===== src/rtl/score_display.sv =====
// rtl/score_display.sv - multiplexed 4-digit common-anode 7-segment driver for an 8-bit score
module score_display #(
    parameter int SCAN_BITS = 17,
    parameter bit LZ_BLANK  = 1'b1
) (
    input  logic       clk,
    input  logic       rst,
    input  logic [7:0] score,
    output logic [3:0] anode,
    output logic [7:0] digit_seg
);

    localparam logic [SCAN_BITS-1:0] PRESCALE_ONE = {{(SCAN_BITS-1){1'b0}}, 1'b1};

    logic [SCAN_BITS-1:0] prescaler;
    logic [1:0]           idx;
    logic [3:0]           anode_next;
    logic [7:0]           seg_next;

    // Active-low segment pattern {dp,g,f,e,d,c,b,a}; dp stays dark.
    function automatic logic [7:0] seg7(input logic [3:0] nibble);
        logic [7:0] pattern;
        case (nibble)
            4'h0: pattern = 8'hC0;
            4'h1: pattern = 8'hF9;
            4'h2: pattern = 8'hA4;
            4'h3: pattern = 8'hB0;
            4'h4: pattern = 8'h99;
            4'h5: pattern = 8'h92;
            4'h6: pattern = 8'h82;
            4'h7: pattern = 8'hF8;
            4'h8: pattern = 8'h80;
            4'h9: pattern = 8'h90;
            4'hA: pattern = 8'h88;
            4'hB: pattern = 8'h83;
            4'hC: pattern = 8'hC6;
            4'hD: pattern = 8'hA1;
            4'hE: pattern = 8'h86;
            4'hF: pattern = 8'h8E;
            default: pattern = 8'hFF;
        endcase
        return pattern;
    endfunction

    always_ff @(posedge clk) begin
        if (rst) begin
            prescaler <= '0;
            idx       <= 2'd0;
            anode     <= 4'b1111;
            digit_seg <= 8'hFF;
        end else begin
            prescaler <= prescaler + PRESCALE_ONE;
            if (&prescaler) begin
                idx <= idx + 2'd1;
            end
            anode     <= anode_next;
            digit_seg <= seg_next;
        end
    end

    // Anode depends on idx alone, so an unknown score can never disturb the strobe.
    always_comb begin
        anode_next = ~(4'b0001 << idx);
        seg_next   = 8'hFF;
        case (idx)
            2'd0: seg_next = seg7(score[3:0]);
            2'd1: begin
                if (LZ_BLANK && (score[7:4] == 4'h0)) begin
                    seg_next = 8'hFF;
                end else begin
                    seg_next = seg7(score[7:4]);
                end
            end
            default: seg_next = 8'hFF;
        endcase
    end

endmodule


===== config.mk =====
export PLATFORM = sky130hd
export DESIGN_NAME = score_display
export DESIGN_NICKNAME = d
export VERILOG_FILES = /design/src/rtl/score_display.sv
export SDC_FILE = /design/constraint.sdc
export NUM_CORES = 1
export LEC_CHECK = 0
export ABC_AREA = 1
export CAP_MARGIN = 20
export CORE_MARGIN = 4
export CORE_UTILIZATION = 55
export CTS_CLUSTER_DIAMETER = 60
export CTS_CLUSTER_SIZE = 14
export DETAILED_ROUTE_END_ITERATION = 6
export GPL_TIMING_DRIVEN = 1
export MAX_ROUTING_LAYER = met4
export PLACE_DENSITY = 0.79
export SYNTH_ARGS = -nofsm -noshare
export SYNTH_HDL_FRONTEND = slang
export SYNTH_SLANG_ARGS = --single-unit

===== constraint.sdc =====
create_clock -name clk -period 1.9 [get_ports clk]
set_input_delay 0.19 -clock clk [delete_from_list [all_inputs] [get_ports clk]]
set_output_delay 0.19 -clock clk [all_outputs]
set_load 0.02 [all_outputs]

---- Yosys cells after proc, flatten, opt, wreduce, memory -nomap -nowiden ----
Memory sizes are Yosys's and may differ from the RTL's.
Index checks and enable logic that the tools add are counted.
storage, ports and cells
  memory bits (read-only) ................. 224
  word-level logic and storage cells ...... 16
  input bits .............................. 10
  flip-flop bits (word level) ............. 31
  output and inout bits ................... 12
  memories ................................ 2
memories
  name             words  bits a word  rd ports  clocked after memory_dff  write ports  line  text
  (no name shown)  16     7            1         0                         0            23    case (nibble)
  (no name shown)  16     7            1         0                         0            23
operators by class
  equal/unequal tests ..................... 1
  shift operators ......................... 1
  mux-type cells .......................... 2
  add/sub/neg operators ................... 2
  bitwise gates (word level) .............. 1
  reductions and logical operators ........ 3
operator list
  cell                                              number
  adder 17 x 1 -> 17 bit (second input constant)    1
  AND reduction 17 bit                              1
  one-hot mux 8 bit (2 select lines)                1
  two-way mux 8 bit                                 1
  zero test 4 bit                                   1
  inverter 4 bit                                    1
  left shift 1 x 2 -> 4 bit (first input constant)  1
  adder 2 x 1 -> 2 bit (second input constant)      1
  == test 2 x 1 -> 1 bit (second input constant)    1
  zero test 2 bit                                   1

---- Longest topological paths before layout ----
Gate-level depths: netlist (run 1).
  depth in word-level cells ............... 3
  depth in mapped cells ................... 11
  gate-level depth less buffers ........... 11

---- Worst setup path before layout (run 1) ----
No wires, ideal clock.
  kind .................................... flip-flop to flip-flop
  start point ............................. reg prescaler[0]
  end point ............................... reg idx[0]
  data required time ...................... 1781 ps
  library setup time ...................... 119 ps
  path buffers ............................ 0
  stages on the path, launching flop included .. 12
  slack ................................... 435 ps
  clock period less this slack ............ 1465 ps
  arrival time ............................ 1345 ps
  cell sequence ........................... dfxtp_1 > ha_1 > nand2_1 > inv_1 > nand2_2 > clkinv_2 > nand2_1 > nor3_2 > ha_1 > inv_1 > o21ai_0 > a21oi_1
on the way
  longest elaborated chain between the ends .. 1
ends and longest elaborated chain
  what                    line  text
  from (decl)             15    logic [SCAN_BITS-1:0] prescaler;
  from (signal assigned)  52    prescaler <= prescaler + PRESCALE_ONE;
  AND reduction 17 bit    53    if (&prescaler) begin
  to (signal assigned)    54    idx <= idx + 2'd1;
  to (decl)               16    logic [1:0] idx;
Every way passes these cells.
A chain may end at the register's enable or synchronous reset.

---- Worst setup path after layout (run 1) ----
  start point ............................. reg prescaler[0]
  end point ............................... reg idx[1]
The elaborated chain is that of the path after synthesis.

==> impl_summary.txt, run 1 <==
----------------------------------------------------
[Die]
  Chip width ... 65.3 µm
  Initial Utilization ... between 50 and 60%
  Area of the die ... approximately 4300 µm²
  Cell row count ... 20
  # IOs ... 22
  Die H ... about 65 µm
  Core region area ... 3100 µm²

[Place]
  PortBufs ... 20
  Number of placed cells counting well taps ... around 320
  Placed Instance Area ... 2030 µm²
  Post-DP HPWL ... 2770 µm
  Placer congestion estimate ... around 0.88

[Worst hold path]
  Path class of the lowest-slack min-delay path ... reg2reg

[Finish]
  Commonest cells after routing, fill and taps aside ... 55 x sky130_fd_sc_hd__nand2_1, 35 x sky130_fd_sc_hd__inv_1, 30 x sky130_fd_sc_hd__dfxtp_1, 29 x sky130_fd_sc_hd__nand3_1, 29 x sky130_fd_sc_hd__nor2_1
  Fillers ... 307
  Growth of design area from synthesis to finish ... 15.6%
  Design area ... 2090 µm²
  Post-Route Utilization ... approximately two thirds
  Net count reported at finish ... 310
  Number of cells in the finished layout apart from fillers ... 325
  Most frequent standard cell in the layout excluding fill and tap cells ... sky130_fd_sc_hd__nand2_1
  Share of cells above drive strength 1 ... 7.83%
  Count of antenna diodes in the layout ... 0

[Setup path]
  Critical Path AT ... 1.93 ns
  Sort of element at the start of the critical path ... flop
  R2R Path Start ... prescaler[0]
  Logic depth of the worst register-to-register path ... 11
  Worst setup path endpoint ... idx[1]
  Setup slack, reg-to-reg ... 0.20 ns
  Start point of the critical path ... prescaler[0]
  Critical-path maximum fanout ... 4
  Required time at the worst-slack endpoint ... 2.12 ns
  Type of element capturing the critical path ... flop
  Worst flop-to-flop path endpoint ... idx[1]
  Critical path type ... reg2reg

[CTS]
  Worst-Skew Late Latency ... 0.33 ns
  Clk buf depth ... 2
  Total number of H-tree levels ... 2
  Setup bufs post-CTS ... 0
  Inserted Clock Buffers ... 5
  Library cell used as clock root buffer ... sky130_fd_sc_hd__clkbuf_4
  Clk slew on worst S/H paths ... around 0.090 ns
  CTS tree ... built
  TritonCTS Sinks ... 30

[GRT]
  Overall track demand over capacity in global routing ... 19.5%
  Global-route wire length before repair ... 6230 µm
  Number of global-route vias before repair ... 1,549
  Total grt overflow ... 0
  Number of antenna violations at the first check in global routing ... 0
  Largest net degree at the start of global routing ... 16

[Drt]
  Routed wire per std cell ... 11.0 µm
  Number of nets still failing antenna checks after routing ... 0
  Routed vias ... 1,605
  First-pass DRT Iterations ... 4
  Routed Wire Length ... 3570 µm
  DRC violations left ... 0
  Drt initial violations ... 65
  Post-detailed-route via-to-cell ratio ... between 4 and 5

[STA]
  Worst-case hold slack ... 0.475 ns
  Number of pins with negative max-slew slack in the final report ... 0
  Final number of setup-violating endpoints ... 0
  Period Utilization, post-route ... 89.7%
  Highest clock rate ... 587 MHz
  Tmin final ... 1.70 ns
  Final hold violations ... 0
  Clock tree skew after final layout ... 0.00688 ns
  Setup_tns ... 0 ns
  Setup repair after global routing missed its margin ... false

[Logic synthesis]
  Post-synthesis register bit count ... 30
  Gate count of the mapped netlist ... between 200 and 300
  Synthesized area per cell ... around 7 µm²
  Sequential element share of the synthesized area ... 33.2%
  Count of cell types in the netlist ... 29
  Cell Area, Synth ... 1810 µm²
  Synth warn ... 0
  Syn_nets ... about 290

[Power]
  Leak Pwr ... approximately 0.90 nW
  Areal power density over the cells ... 597 nW/µm²
  Maximum ir drop on the vdd rail ... around 0.37 mV

[Outcome]
  Outcome ... finished clean

[Run]
  Max Cap Violations ... 0

----------------------------------------------------
==> critical path: stages, from the launching register on <==
cell,delay (ns)
sky130_fd_sc_hd__dfxtp_1,0.38
sky130_fd_sc_hd__ha_1,0.19
sky130_fd_sc_hd__nand2_1,0.11
sky130_fd_sc_hd__inv_1,0.11
sky130_fd_sc_hd__nand2_2,0.07
sky130_fd_sc_hd__clkinv_2,0.07
sky130_fd_sc_hd__nand2_1,0.07
sky130_fd_sc_hd__nor3_2,0.11
sky130_fd_sc_hd__ha_1,0.17
sky130_fd_sc_hd__inv_1,0.07
sky130_fd_sc_hd__o21ai_0,0.17
sky130_fd_sc_hd__a21oi_1,0.07
==> report_power, final <==
group,internal [mW],leakage (nW),switching [mW]
logic,0.0822,0.616,0.112
clock network,0.179,0.0353,0.221
registers,0.647,0.245,0.00833
==> cell type report <==
type	count	area, µm²	share of cell area, %
Clock buffer	7	55.1	2.63
Tap cell	44	55.1	2.63
Clock inverter	1	5.00	0.239
Inverter	37	140	6.70
Timing Repair Buffer	22	215	10.3
Multi-Input combinational cell	184	1020	48.8
Sequential cell	30	601	28.7
==> through the flow <==
step                      setup slack, ns  total power, mW
after floorplan                     0.435            0.792
after global placement              0.194            0.860
after detailed placement            0.167            0.862
after CTS                           0.180             1.26
after global routing               0.0244             1.32
final                               0.196             1.25
==> layer usage <==
layer	wire length [µm]	global-route usage, %
met5	0	-
met4	59	8.81
met3	190	5.30
met2	1730	32.5
met1	1590	21.8
==> flip-flops by register name, indices dropped and copies added, names as in the netlist <==
register / count
digit_seg: 7
prescaler: 17
idx: 2
anode: 4
==> cells by family (layout without fill, tap and decap cells) <==
group | after synthesis | count (layout) | share of synthesized area [%]
buffers and inverters | 44 | 67 | 10.4
other | 1 | 1 | 0.207
adder cells (fa/ha/maj) | 20 | 20 | 13.8
flip-flops | 30 | 30 | 33.2
XOR/XNOR | 1 | 1 | 0.485
AO/OA/AOI/OAI | 36 | 36 | 11.3
AND/OR/NAND/NOR | 126 | 126 | 30.6
==> Yosys cell counts <==
cell type                   count  area (µm²)
sky130_fd_sc_hd__nand4_1        1        6.26
sky130_fd_sc_hd__ha_1          20         250
sky130_fd_sc_hd__conb_1         1        3.75
sky130_fd_sc_hd__buf_4          3        22.5
sky130_fd_sc_hd__o211ai_1       4        30.0
sky130_fd_sc_hd__a21oi_2        1        8.76
sky130_fd_sc_hd__clkinv_2       1        5.00
sky130_fd_sc_hd__nand3_1       29         145
sky130_fd_sc_hd__o21a_1         1        7.51
sky130_fd_sc_hd__o21ai_1        1        5.00
sky130_fd_sc_hd__dfxtp_1       30         601
sky130_fd_sc_hd__nand2_1       55         206
sky130_fd_sc_hd__nor2_2         2        12.5
sky130_fd_sc_hd__or2_0          1        6.26
sky130_fd_sc_hd__buf_6          1        11.3
sky130_fd_sc_hd__nor2_1        29         109
sky130_fd_sc_hd__clkbuf_1       1        3.75
sky130_fd_sc_hd__nor2_4         2        22.5
sky130_fd_sc_hd__inv_1         35         131
sky130_fd_sc_hd__nand2_2        4        25.0
sky130_fd_sc_hd__buf_2          2        10.0
sky130_fd_sc_hd__xnor2_1        1        8.76
sky130_fd_sc_hd__o21ai_0       10        50.1
sky130_fd_sc_hd__a21oi_1       17        85.1
sky130_fd_sc_hd__nor3_1         2        10.0
sky130_fd_sc_hd__o2111ai_1      1        8.76
sky130_fd_sc_hd__nor3_2         1        10.0
sky130_fd_sc_hd__inv_2          1        3.75
sky130_fd_sc_hd__o21ai_2        1        8.76
==> worst min path at each step <==
stage                     slack [ns]  cells after the start            end           from
after floorplan                 0.39                      4   digit_seg[3]       score[7]
after global placement          0.44                      1   prescaler[0]   prescaler[0]
after detailed placement        0.45                      1   prescaler[0]   prescaler[0]
after CTS                       0.48                      1   prescaler[0]   prescaler[0]
after global routing            0.49                      1   prescaler[0]   prescaler[0]
final                           0.47                      2  prescaler[15]  prescaler[15]
==> timing repair <==
item	4_1_cts	5_1_grt
hold buffers	0	0
setup endpoints to repair	0	1
resized for setup	0	1
(Power assumes the default switching activity.)
==> run 2, diff against run 1 <==
PLACE_DENSITY = unset   (was 0.79)
PLACE_DENSITY_LB_ADDON = 0.1   (was unset)
SLEW_MARGIN = 0   (was unset)
==> run 2 against run 1 <==
Clock power fell by 3%. Hold slack got worse by 0.0074 ns. Global-route usage fell by 0.10 points. Register-to-register slack improved by 0.07 ns. Largest power group unchanged. Highest routed layer unchanged.
==> impl_summary.txt, run 2 (synthesis results as in run 1) <==
----------------------------------------------------
[Place]
  Placer congestion estimate ... 0.903
  Number of placed cells counting well taps ... 318
  Placement-stage worst setup slack ... 0.209 ns
  PortBufs ... 20
  Post-DP HPWL ... between 2000 and 3000 µm
  Placed Instance Area ... around 2000 µm²

[Finish]
  Design area ... 2100 µm²
  Number of cells in the finished layout apart from fillers ... 326
  Most frequent standard cell in the layout excluding fill and tap cells ... sky130_fd_sc_hd__nand2_1
  Fillers ... 302
  Commonest cells after routing, fill and taps aside ... 55 x sky130_fd_sc_hd__nand2_1, 35 x sky130_fd_sc_hd__inv_1, 30 x sky130_fd_sc_hd__dfxtp_1, 29 x sky130_fd_sc_hd__nand3_1, 29 x sky130_fd_sc_hd__nor2_1
  Growth of design area from synthesis to finish ... 16.1%
  Max reg flops ... 17
  Top Registers ... prescaler: 17 flops, digit_seg: 7 flops, anode: 4 flops
  Net count reported at finish ... 311
  Count of antenna diodes in the layout ... 0
  Register with the highest flop count ... prescaler
  Share of cells above drive strength 1 ... about 8.2%

[Setup path]
  Worst flop-to-flop path endpoint ... idx[0]
  Delay of the slowest cell on the worst path ... between 0.3 and 0.4 ns
  Kind of cell adding the most delay to the critical path ... flip-flops
  Sort of element at the start of the critical path ... flop
  Chain of cells forming the critical path ... ha_1 -> nand2_1 -> inv_1 -> nand2_2 -> clkinv_2 -> nand2_1 -> nor3_2 -> ha_1 -> inv_1 -> o21ai_0 -> a21oi_1
  Critical path type ... reg2reg
  Start point of the critical path ... prescaler[0]
  Type of element capturing the critical path ... flop
  Highest-delay cell along the critical path ... sky130_fd_sc_hd__dfxtp_1
  Total stage count of the critical path ... 11
  Required time at the worst-slack endpoint ... approximately 2.1 ns
  R2R Path Start ... prescaler[0]
  Number of buffers and inverters on the critical path ... 3
  Setup slack, reg-to-reg ... 0.26 ns
  Worst setup path endpoint ... idx[0]
  Critical-path maximum fanout ... 4
  Critical Path AT ... 1.85 ns
  Logic depth of the worst register-to-register path ... 11

[Power]
  Areal power density over the cells ... 590 nW/µm²
  Switching part of the total ... 26.6%
  Clock share of power ... 31.5%
  Portion of total power attributed to sequential cells ... 52.9%
  Net switching power of the design ... 0.330 mW
  Maximum ir drop on the vdd rail ... 0.313 mV
  Leak Pwr ... 0.902 nW
  Cell Int Power ... 0.908 mW
  Gate power share ... 15.6%

[CTS]
  Library cell used as clock root buffer ... sky130_fd_sc_hd__clkbuf_4
  Inserted Clock Buffers ... 5
  Setup bufs post-CTS ... 0
  Total number of H-tree levels ... 2
  CTS tree ... built
  Quantity of gates resized following cts ... 0
  # hold bufs at CTS ... 0
  TritonCTS Sinks ... 30
  Clk slew on worst S/H paths ... 0.09 ns
  Clk buf depth ... 2
  Worst-Skew Late Latency ... 0.32 ns

[Die]
  # IOs ... 22
  Die H ... 65.3 µm
  Cell row count ... 20
  Area of the die ... 4270 µm²
  Core region area ... 3100 µm²
  Initial Utilization ... 58.3%
  Chip width ... 65.3 µm

[Drt]
  Post-detailed-route via-to-cell ratio ... 4.83
  Drt initial violations ... 77
  DRC violations left ... 0
  First-pass DRT Iterations ... 4
  Routed wire per std cell ... 10.6 µm
  Routed vias ... 1,574
  Number of nets still failing antenna checks after routing ... 0
  Routed Wire Length ... 3460 µm

[STA]
  Period Utilization, post-route ... 86.1%
  Clock tree skew after final layout ... 0.00694 ns
  Setup repair after global routing missed its margin ... false
  Number of pins with negative max-slew slack in the final report ... 0
  Final hold violations ... 0
  Setup_tns ... 0 ns
  Tmin final ... 1.64 ns
  Post-route setup slack ... roughly 0.26 ns
  Highest clock rate ... 611 MHz
  Final number of setup-violating endpoints ... 0

[GRT]
  Global-route wire length before repair ... just over 6000 µm
  Largest net degree at the start of global routing ... 16
  Number of global-route vias before repair ... roughly 1,500
  Number of antenna violations at the first check in global routing ... 0
  Overall track demand over capacity in global routing ... 19.4%
  Total grt overflow ... 0

[Run]
  Max Cap Violations ... 0

[Worst hold path]
  Path class of the lowest-slack min-delay path ... reg2reg
  Startpoint of the most critical hold path ... prescaler[0]

[Outcome]
  Outcome ... finished clean

----------------------------------------------------
run 2: cell types whose count changed in the layout (fill, tap and decap cells not counted):
cell                      delta
sky130_fd_sc_hd__o21ai_1     -1
sky130_fd_sc_hd__buf_4       +1
sky130_fd_sc_hd__o21ai_0     +1
run 2: worst min path at each step:
stage	cells after the start	slack, ns	to
after floorplan	4	0.39	digit_seg[3]
after global placement	1	0.44	prescaler[0]
after detailed placement	1	0.45	prescaler[0]
after CTS	1	0.47	prescaler[0]
after global routing	2	0.50	prescaler[15]
final	1	0.47	prescaler[0]
run 2: area by class of cell:
type	count	area [µm²]	area share (%)
timing repair buffer	23	223	10.6
tap	44	55.1	2.62
clock buffer	7	55.1	2.62
inverter	37	140	6.68
multi-input combinational	184	1020	48.6
clock inverter	1	5.00	0.239
sequential	30	601	28.6
run 2: through the flow:
| stage | hold WS [ns] | util [%] | total power, mW |
|---|---|---|---|
| after global routing | 0.502 | 67.6 | 1.31 |
| final | 0.467 | 67.6 | 1.24 |
| after global placement | 0.443 | 65.7 | 0.862 |
| after CTS | 0.475 | 67.6 | 1.25 |
| after detailed placement | 0.453 | 65.7 | 0.862 |
| after floorplan | 0.394 | - | 0.792 |
run 2: routing by layer:
metal	GRT usage [%]	vias to the layer above	wire, µm
met5	-	-	0
met4	7.77	0	43
met3	5.13	5	117
met2	34.0	27	1720
met1	20.8	674	1580
li1	-	868	-
run 2: power by group through the flow:
stage / logic, mW / clock network (mW) / registers, mW
after floorplan: 0.107 / 0 / 0.685
after global placement: 0.192 / 0 / 0.670
after detailed placement: 0.192 / 0 / 0.670
after CTS: 0.193 / 0.406 / 0.656
after global routing: 0.216 / 0.437 / 0.657
final: 0.193 / 0.390 / 0.655
==> run 3, diff against run 2 <==
CORE_UTILIZATION = 41   (was 55)
RECOVER_POWER = 100   (was unset)
==> run 3 against run 2 <==
Die area grew 30%. Sequential share of layout area shrank 0.25 points. Sequential power is essentially flat. Via count grew 0.76%. Total power grew 5.9%. Largest power group unchanged. Highest routed layer unchanged.
==> impl_summary.txt, run 3 (synthesis results as in run 1) <==
----------------------------------------------------
[Power]
  Areal power density over the cells ... 619 nW/µm²
  Maximum ir drop on the vdd rail ... 0.482 mV
  Leak Pwr ... slightly below 0.9 nW

[Finish]
  Register with the highest flop count ... prescaler
  Growth of design area from synthesis to finish ... 17.1%
  Share of cells above drive strength 1 ... under 10%
  Most frequent standard cell in the layout excluding fill and tap cells ... sky130_fd_sc_hd__nand2_1
  Number of cells in the finished layout apart from fillers ... 332
  Count of antenna diodes in the layout ... 0
  Net count reported at finish ... 312
  Commonest cells after routing, fill and taps aside ... 55 x sky130_fd_sc_hd__nand2_1, 35 x sky130_fd_sc_hd__inv_1, 30 x sky130_fd_sc_hd__nor2_1, 30 x sky130_fd_sc_hd__dfxtp_1, 29 x sky130_fd_sc_hd__nand3_1
  Design area ... 2120 µm²
  Top Registers ... prescaler: 17 flops, digit_seg: 7 flops, anode: 4 flops
  Max reg flops ... 17
  FF/Latch Area ... 601 µm²
  Post-Route Utilization ... 51.1%
  Fillers ... between 400 and 500
  Multi-input gate area in the final layout ... approximately 1000 µm²

[GRT]
  Largest net degree at the start of global routing ... 16
  Global-route wire length before repair ... 5940 µm
  Busiest layer in global routing ... met2
  Met1 track demand over resource in global routing ... between 15 and 20%
  Number of global-route vias before repair ... 1,483
  Number of antenna violations at the first check in global routing ... 0
  Global Route met2 Usage ... 22.5%
  Total grt overflow ... 0
  Overall track demand over capacity in global routing ... around 14%
  Global-route met3 utilization ... 4.46%

[CTS]
  # hold bufs at CTS ... 0
  Worst-Skew Late Latency ... 0.28 ns
  Total number of H-tree levels ... 2
  Clk buf depth ... 2
  Quantity of gates resized following cts ... 0
  Clk slew on worst S/H paths ... 0.06 ns
  Library cell used as clock root buffer ... sky130_fd_sc_hd__clkbuf_8
  Setup bufs post-CTS ... 0
  CTS tree ... built
  TritonCTS Sinks ... 30
  Inserted Clock Buffers ... 5

[Drt]
  Post-detailed-route via-to-cell ratio ... about 4.8
  DRC violations left ... 0
  First-pass DRT Iterations ... 4
  Routed vias ... between 1,500 and 2,000
  Routed wire per std cell ... 10.5 µm
  Drt initial violations ... 52
  Number of nets still failing antenna checks after routing ... 0
  Routed Wire Length ... around 3500 µm

[Die]
  # IOs ... 22
  Chip width ... 74.4 µm
  Area of the die ... 5540 µm²
  Initial Utilization ... 43.6%
  Cell row count ... 23
  Die H ... approximately 74 µm
  Core region area ... 4140 µm²

[STA]
  Worst-case headroom to the max-slew limit ... 60.0%
  Tmin final ... about 1.7 ns
  Period Utilization, post-route ... about 87%
  Final hold violations ... 0
  Measured slew at the worst slew-check pin ... 0.600 ns
  Highest clock rate ... about 600 MHz
  Setup_tns ... 0 ns
  Number of pins with negative max-slew slack in the final report ... 0
  Setup repair after global routing missed its margin ... false
  Clock tree skew after final layout ... 0.0108 ns
  Final number of setup-violating endpoints ... 0
  Post-route setup slack ... between 0.2 and 0.25 ns

[Worst hold path]
  Path class of the lowest-slack min-delay path ... reg2reg

[Setup path]
  Highest-delay cell along the critical path ... sky130_fd_sc_hd__dfxtp_1
  Sort of element at the start of the critical path ... flop
  Critical Path AT ... 1.82 ns
  Critical path type ... reg2reg
  Delay of the slowest cell on the worst path ... 0.36 ns
  Chain of cells forming the critical path ... ha_1 -> nand2_1 -> inv_1 -> nand2_2 -> clkinv_2 -> nand2_1 -> nor3_1 -> ha_1 -> inv_1 -> o21ai_0 -> a21oi_1
  Required time at the worst-slack endpoint ... 2.06 ns
  Type of element capturing the critical path ... flop
  Critical-path maximum fanout ... 4

[Run]
  Max Cap Violations ... 0

[Place]
  PortBufs ... 20
  Placed Instance Area ... 2050 µm²
  Placement-stage worst setup slack ... between 0.2 and 0.25 ns
  Number of placed cells counting well taps ... 325
  Post-DP HPWL ... 2730 µm
  Placer congestion estimate ... between 0.8 and 0.9

[Outcome]
  Outcome ... finished clean

----------------------------------------------------
## run 3: changes by cell type in the layout (fill, tap and decap cells not counted), moves of 4 or more
cell                              previous run  this run
sky130_fd_sc_hd__clkbuf_8                    1         5
sky130_fd_sc_hd__clkdlybuf4s50_1            20         7
sky130_fd_sc_hd__clkbuf_4                    5         0
sky130_fd_sc_hd__dlygate4sd3_1               0        13
## run 3: stage by stage
step / power [mW] / hold slack, ns
after global placement: 0.864 / 0.446
final: 1.31 / 0.458
after floorplan: 0.792 / 0.394
after CTS: 1.34 / 0.466
after detailed placement: 0.862 / 0.453
after global routing: 1.38 / 0.481
## run 3: cell type report
cell class / instances / share of cell area (%)
Multi-Input combinational cell: 184 / 47.8
Sequential cell: 30 / 28.4
Timing Repair Buffer: 24 / 10.5
Inverter: 37 / 6.62
Clock buffer: 5 / 3.25
Tap cell: 50 / 2.96
Clock inverter: 2 / 0.473
## run 3: path summary, 6_finish.rpt
path,start,to,slack [ns],depth (start not counted)
hold reg to reg,prescaler[0],prescaler[0],0.46,1
setup / recovery,prescaler[0],idx[0],0.24,11
hold / removal,prescaler[0],prescaler[0],0.46,1
setup reg to reg,prescaler[0],idx[0],0.24,11
## run 3: per-layer routing
metal | wire, µm | part of all wire [%]
met3 | 141 | 4.1
met4 | 40 | 1.2
met1 | 1660 | 48
met5 | 0 | 0
met2 | 1630 | 47
## run 3: power by group
part           switching [mW]  total, mW  internal (mW)  leakage [nW]
Sequential            0.00710      0.654          0.647         0.245
Combinational           0.110      0.185         0.0750         0.604
Clock                   0.227      0.472          0.245        0.0438
## run 3: critical path, delay by kind of cell (launching register included)
| family | cells | cell delay (ns) |
|---|---|---|
| buffers and inverters | 3 | 0.24 |
| adder cells (fa/ha/maj) | 2 | 0.35 |
| AO/OA/AOI/OAI | 2 | 0.20 |
| flip-flops | 1 | 0.36 |
| AND/OR/NAND/NOR | 4 | 0.40 |
